## src/rtl/pipelined_shifter.sv

```systemverilog
// Two-stage pipelined barrel shifter (LSL/LSR/ASR/ROR/RRX) with an ARM-style carry-out
// and valid/ready handshakes on both sides.
module pipelined_shifter #(
    parameter int WIDTH  = 32,
    parameter int SHW    = $clog2(WIDTH),
    parameter bit RRX_EN = 1'b1
) (
    input  logic             CLK,
    input  logic             Reset,
    input  logic             InValid,
    output logic             InReady,
    input  logic [WIDTH-1:0] ShIn,
    input  logic [SHW-1:0]   Shamt,
    input  logic [1:0]       Sh,
    input  logic             CarryIn,
    output logic             OutValid,
    input  logic             OutReady,
    output logic [WIDTH-1:0] ShOut,
    output logic             CarryOut
);

    localparam int         SPLIT = SHW / 2;
    localparam logic [1:0] LSL   = 2'b00;
    localparam logic [1:0] LSR   = 2'b01;
    localparam logic [1:0] ASR   = 2'b10;
    localparam logic [1:0] ROR   = 2'b11;
    localparam logic [SHW-1:0] ONE = SHW'(1);

    // One mux level: shift by a constant power of two in the selected mode.
    function automatic logic [WIDTH-1:0] shiftBy(input logic [WIDTH-1:0] d,
                                                 input logic [1:0] mode,
                                                 input int k);
        logic [2*WIDTH-1:0] rot;
        logic [WIDTH-1:0]   r;
        rot = {d, d} >> k;
        case (mode)
            LSL:     r = d << k;
            LSR:     r = d >> k;
            ASR:     r = $signed(d) >>> k;
            default: r = rot[WIDTH-1:0];
        endcase
        return r;
    endfunction

    logic             s1ValidReg;
    logic [WIDTH-1:0] s1DataReg;
    logic [WIDTH-1:0] s1OrigReg;
    logic [SHW-1:0]   s1ShamtReg;
    logic [1:0]       s1ShReg;
    logic             s1CarryInReg;

    logic             s2ValidReg;
    logic [WIDTH-1:0] s2DataReg;
    logic             s2CarryReg;

    logic [WIDTH-1:0] s1DataNext;
    logic [WIDTH-1:0] s2DataNext;
    logic             s2CarryNext;
    logic [SHW-1:0]   carryIdx;
    logic             load1;
    logic             ld2;

    assign ld2     = s1ValidReg & (~s2ValidReg | OutReady);
    // Combinational path from OutReady to InReady lets a full pipe accept while it drains.
    assign InReady = ~s1ValidReg | ~s2ValidReg | OutReady;
    assign load1   = InValid & InReady;

    // Upper mux levels (MSB first) before the stage-1 register.
    always_comb begin
        s1DataNext = ShIn;
        for (int k = SHW - 1; k >= SPLIT; k--) begin
            if (Shamt[k]) begin
                s1DataNext = shiftBy(s1DataNext, Sh, 1 << k);
            end
        end
    end

    // Remaining levels plus carry select before the stage-2 register.
    always_comb begin
        s2DataNext = s1DataReg;
        for (int k = SPLIT - 1; k >= 0; k--) begin
            if (s1ShamtReg[k]) begin
                s2DataNext = shiftBy(s2DataNext, s1ShReg, 1 << k);
            end
        end
        // LSL carries out bit W-n, which is (-n) mod W since W is a power of two.
        carryIdx    = (s1ShReg == LSL) ? (~s1ShamtReg + ONE) : (s1ShamtReg - ONE);
        s2CarryNext = s1OrigReg[carryIdx];
        if (s1ShamtReg == '0) begin
            s2CarryNext = s1CarryInReg;
            if (RRX_EN && (s1ShReg == ROR)) begin
                s2DataNext  = {s1CarryInReg, s1OrigReg[WIDTH-1:1]};
                s2CarryNext = s1OrigReg[0];
            end
        end
    end

    always_ff @(posedge CLK) begin
        if (Reset) begin
            s1ValidReg   <= 1'b0;
            s1DataReg    <= '0;
            s1OrigReg    <= '0;
            s1ShamtReg   <= '0;
            s1ShReg      <= '0;
            s1CarryInReg <= 1'b0;
            s2ValidReg   <= 1'b0;
            s2DataReg    <= '0;
            s2CarryReg   <= 1'b0;
        end else begin
            if (load1) begin
                s1DataReg    <= s1DataNext;
                s1OrigReg    <= ShIn;
                s1ShamtReg   <= Shamt;
                s1ShReg      <= Sh;
                s1CarryInReg <= CarryIn;
            end
            s1ValidReg <= load1 | (s1ValidReg & ~ld2);
            if (ld2) begin
                s2DataReg  <= s2DataNext;
                s2CarryReg <= s2CarryNext;
            end
            s2ValidReg <= ld2 | (s2ValidReg & ~OutReady);
        end
    end

    assign OutValid = s2ValidReg;
    assign ShOut    = s2DataReg;
    assign CarryOut = s2CarryReg;

endmodule

```

## config.mk

```make
export PLATFORM = sky130hd
export DESIGN_NAME = pipelined_shifter
export DESIGN_NICKNAME = d
export VERILOG_FILES = /design/src/rtl/pipelined_shifter.sv
export SDC_FILE = /design/constraint.sdc
export NUM_CORES = 1
export LEC_CHECK = 0
export BUFFER_PORTS_ARGS = -buffer_cell sky130_fd_sc_hd__buf_2
export CAP_MARGIN = 20
export CORE_ASPECT_RATIO = 0.6
export CORE_MARGIN = 1
export CORE_UTILIZATION = 30
export CTS_CLUSTER_DIAMETER = 100
export DETAILED_ROUTE_END_ITERATION = 7
export GPL_ROUTABILITY_DRIVEN = 0
export GPL_TIMING_DRIVEN = 1
export PLACE_DENSITY_LB_ADDON = 0.1
export SYNTH_ARGS = -nofsm -noshare
export SYNTH_HDL_FRONTEND = slang
export SYNTH_SLANG_ARGS = --single-unit
```

## constraint.sdc

```tcl
create_clock -name CLK -period 5 [get_ports CLK]
set_clock_uncertainty 0.05 [all_clocks]
set_input_delay 0.75 -clock CLK [delete_from_list [all_inputs] [get_ports CLK]]
set_output_delay 0.75 -clock CLK [all_outputs]
set_load 0.005 [all_outputs]
```

==> flow_metrics.py <==
metrics = {
    "drt": {
        "ant_nets": 0,
        "avgViaCountPerCell": 6.07,
        "detail_route.wirelength_mm": 36.9,
        "drc": 0,
        "routedWlPerCell_um": 24.1,
        "drt_iter0_drc": 1153,
        "route.met3.wl_mm": 3.93,
        "drtPass1Iterations": 6,
        "route.layer.met1.wl_mm": 17.7,
        "num_vias": 9280,
        "highest_layer": "met4",
        "met2WireLength_mm": 14.7,
    },
    "logic_synthesis": {
        "synth_enable_flop_cells": 0,
        "flops_latches_synth": 107,
        "seq_area_frac_synth_pct": 25.2,
        "synth.distinct_cells": 81,
        "synthSimpleGateAreaFrac_pct": 23.7,
        "synthArstFlopShare_pct": 0,
        "combinational_family_with_the_most_area_after_synthesis": "compound AO/OA/AOI/OAI gates",
        "yosys-top-cells-area": "dfxtp_1 25%, nand2_1 9.3%, a21oi_1 7.5%, mux4_2 7.1%, nor2_1 5.1%",
        "synthXorXnorAreaFrac_pct": 0.779,
        "synth.top_cell.area_share_pct": 25.2,
        "synth_cells": 1166,
        "most_used_dff_post_synth": "dfxtp_1",
        "synth_area_leader_cell": "dfxtp_1",
        "ys_warn_count": 0,
        "synthesized_netlist_net_count": 1212,
        "synth_fa_ha_area_share_pct": 0.294,
        "post-synth-top-count-cell": "nand2_1",
        "synth_compound_gate_area_share_pct": 31.8,
        "synth_top_cells_by_count": "211 x nand2_1, 128 x a21oi_1, 115 x nor2_1, 107 x dfxtp_1, 65 x clkbuf_1",
        "netlist_area_um2": 8510,
        "yosys-mux-area-fraction_pct": 11.1,
        "avgSynthCellArea_um2": 7.30,
    },
    "clock_tree": {
        "ctsHoldBuffers": 0,
        "numClockSinks": 107,
        "cts_resized": 0,
        "clock_path_buffers": 2,
        "post_cts_buffers": 0,
        "tritoncts": "built",
        "cts_max_level": 3,
        "clk-insertion-delay-late_ns": 0.38,
        "cts_root_buf": "clkbuf_16",
        "cts_made_buffers": 9,
        "clock_pin_slew_reported_for_the_worst_setup_and_hold_paths_after_clock_tree_synthesis_ns": 0.07,
    },
    "worst_setup_path": {
        "cpLargestDelayFamily": "compound AO/OA/AOI/OAI gates",
        "critical-path-max-stage-delay_ns": 0.82,
        "type_of_the_setup_path_with_the_least_slack": "reg2reg",
        "critPathSlowestCell": "o311ai_0",
        "cp_data_required_time_ns": 5.22,
        "critical_path_arrival_ns": 3.41,
        "worst_path_cell_trace": "clkinv_1, ha_1, nor3b_1, ha_1, or3_1, o32ai_1, a211oi_1, o311ai_0, a31oi_1, a211oi_1",
        "category_of_the_worst_setup_path_capture_point": "flop",
        "critPathBufInv": 1,
        "cp_max_fo": 8,
        "critPathLaunchType": "flop",
    },
    "die": {
        "fp-row-count": 47,
        "width_of_the_chip_um": 219,
        "dieHeight_um": 132,
        "design.core.area_um2": 27700,
        "top_level_ports": 79,
        "initial_cell_density_of_the_core_pct": 30.7,
        "die_area_um2": 29100,
    },
    "finish": {
        "drive_gt1_share_pct": 15.0,
        "antenna_diode_count": 0,
        "flow.area_growth_from_synthesis_pct": 8.85,
        "finish.net_count": 1203,
        "postLayoutCellArea_um2": 9270,
        "fill_cells": 3032,
        "finish.utilization_pct": 33.5,
    },
    "placement": {
        "total_cell_area_at_the_placement_stage_um2": 8990,
        "hpwlAfterDp_mm": 26.8,
        "io_buffer_count": 78,
    },
    "global_routing": {
        "grt.total_usage_pct": 25.8,
        "number_of_antenna_violations_at_the_first_check_in_global_routing": 0,
        "number_of_global_route_vias_before_repair": 8600,
        "pin_count_of_the_biggest_net_entering_global_routing": 76,
        "grt_pass1_wl_mm": 56.3,
        "grt_overflow_total": 0,
    },
    "sta": {
        "timing.slew.headroom_pct": 33.5,
        "maxSlewViolCount": 0,
        "setup_viol_count_final": 0,
        "worst_slew_pin_slew_ns": 0.985,
        "final_min_period_over_clock_period_pct": 63.8,
        "shortest_clock_period_the_worst_path_allows_after_layout_ns": 3.19,
        "setup-tns-final_ns": 0,
        "fmaxAchievable_mhz": 314,
        "rsz0062_at_grt": "false",
        "final_hold_viol_count": 0,
    },
    "power_and_ir_drop": {
        "static-leakage-power_nw": 3.21,
        "vdd.ir_drop.worst_v": 0.000150,
        "cellPowerDensity_nw_per_um2": 266,
    },
    "worst_hold_path": {
        "worst_min_delay_path_category": "reg2reg",
    },
    "outcome": {
        "outcome": "finished clean",
    },
    "job": {
        "cap_viol_max_count": 0,
    },
}
layout make-up:
type / count / area (µm²) / area share (%)
multi-input combinational: 926 / 5780 / 62.4
sequential: 107 / 2140 / 23.1
timing repair buffer: 99 / 551 / 5.94
tap: 367 / 459 / 4.96
clock buffer: 10 / 229 / 2.47
inverter: 14 / 52.6 / 0.567
clock inverter: 6 / 51.3 / 0.554
state kept, by name, summed over array words and instances, names as in the netlist:
| signal | flops |
|---|---|
| s1CarryInReg | 1 |
| OutValid | 1 |
| ShOut | 32 |
| s1DataReg | 32 |
| s1OrigReg | 32 |
| s1ShamtReg | 5 |
| CarryOut | 1 |
| s1ShReg | 2 |
| s1ValidReg | 1 |
layout by cell type (no fill, tap or decap), drive strengths merged, types with 15 or more instances in the layout:
master,netlist,layout
o21ai,49,49
nand3,21,21
dfxtp,107,107
buf,54,99
a21oi,128,128
nand2b,15,15
nor3,45,45
nor2,117,117
a31oi,19,19
mux4,27,27
mux2i,25,25
nand2,211,211
a211oi,51,51
o211ai,20,20
a22oi,18,18
a311o,25,25
metal layers:
layer	up-vias	GRT usage, %
met4	0	5.98
li1	4284	-
met1	4506	40.1
met3	41	7.24
met2	449	34.0
met5	-	0
report_power, final:
part | leakage, nW | switching (mW) | internal (mW)
clock network | 0.127 | 0.363 | 0.344
logic | 2.21 | 0.463 | 0.282
registers | 0.882 | 0.101 | 0.912
total | 3.21 | 0.927 | 1.54
metrics by stage:
step	hold slack (ns)	setup slack, ns	instances	power (mW)
CTS	0.407	1.82	1529	2.47
global route	0.440	1.59	1529	2.60
detailed placement	0.396	1.63	1513	1.76
global placement	0.395	1.72	1513	1.76
floorplan	0.396	2.33	1166	1.50
finish	0.405	1.81	1529	2.46
cell families after synthesis:
group | count (synthesis)
DFF | 107
AOI/OAI and AO/OA | 396
buffers and inverters | 133
and+or+nand+nor | 462
xor gates and xnor gates | 6
adders and majority gates | 2
muxes | 60
path summary, 6_finish.rpt:
kind,startpoint,end,slack [ns],cells past startpoint
worst min register to register,ShOut[0],ShOut[0],0.41,2
worst max-delay path,s1ShamtReg[0],CarryOut,1.81,10
worst max register to register,s1ShamtReg[0],CarryOut,1.81,10
worst min-delay path,ShOut[0],ShOut[0],0.41,2
tightest hold or removal path: stages, from the launching register on:
cell and delay (ns):
dfxtp_1 0.31, nand2_1 0.05, a21oi_1 0.05
Note: power is estimated with default switching activity, not from simulation.
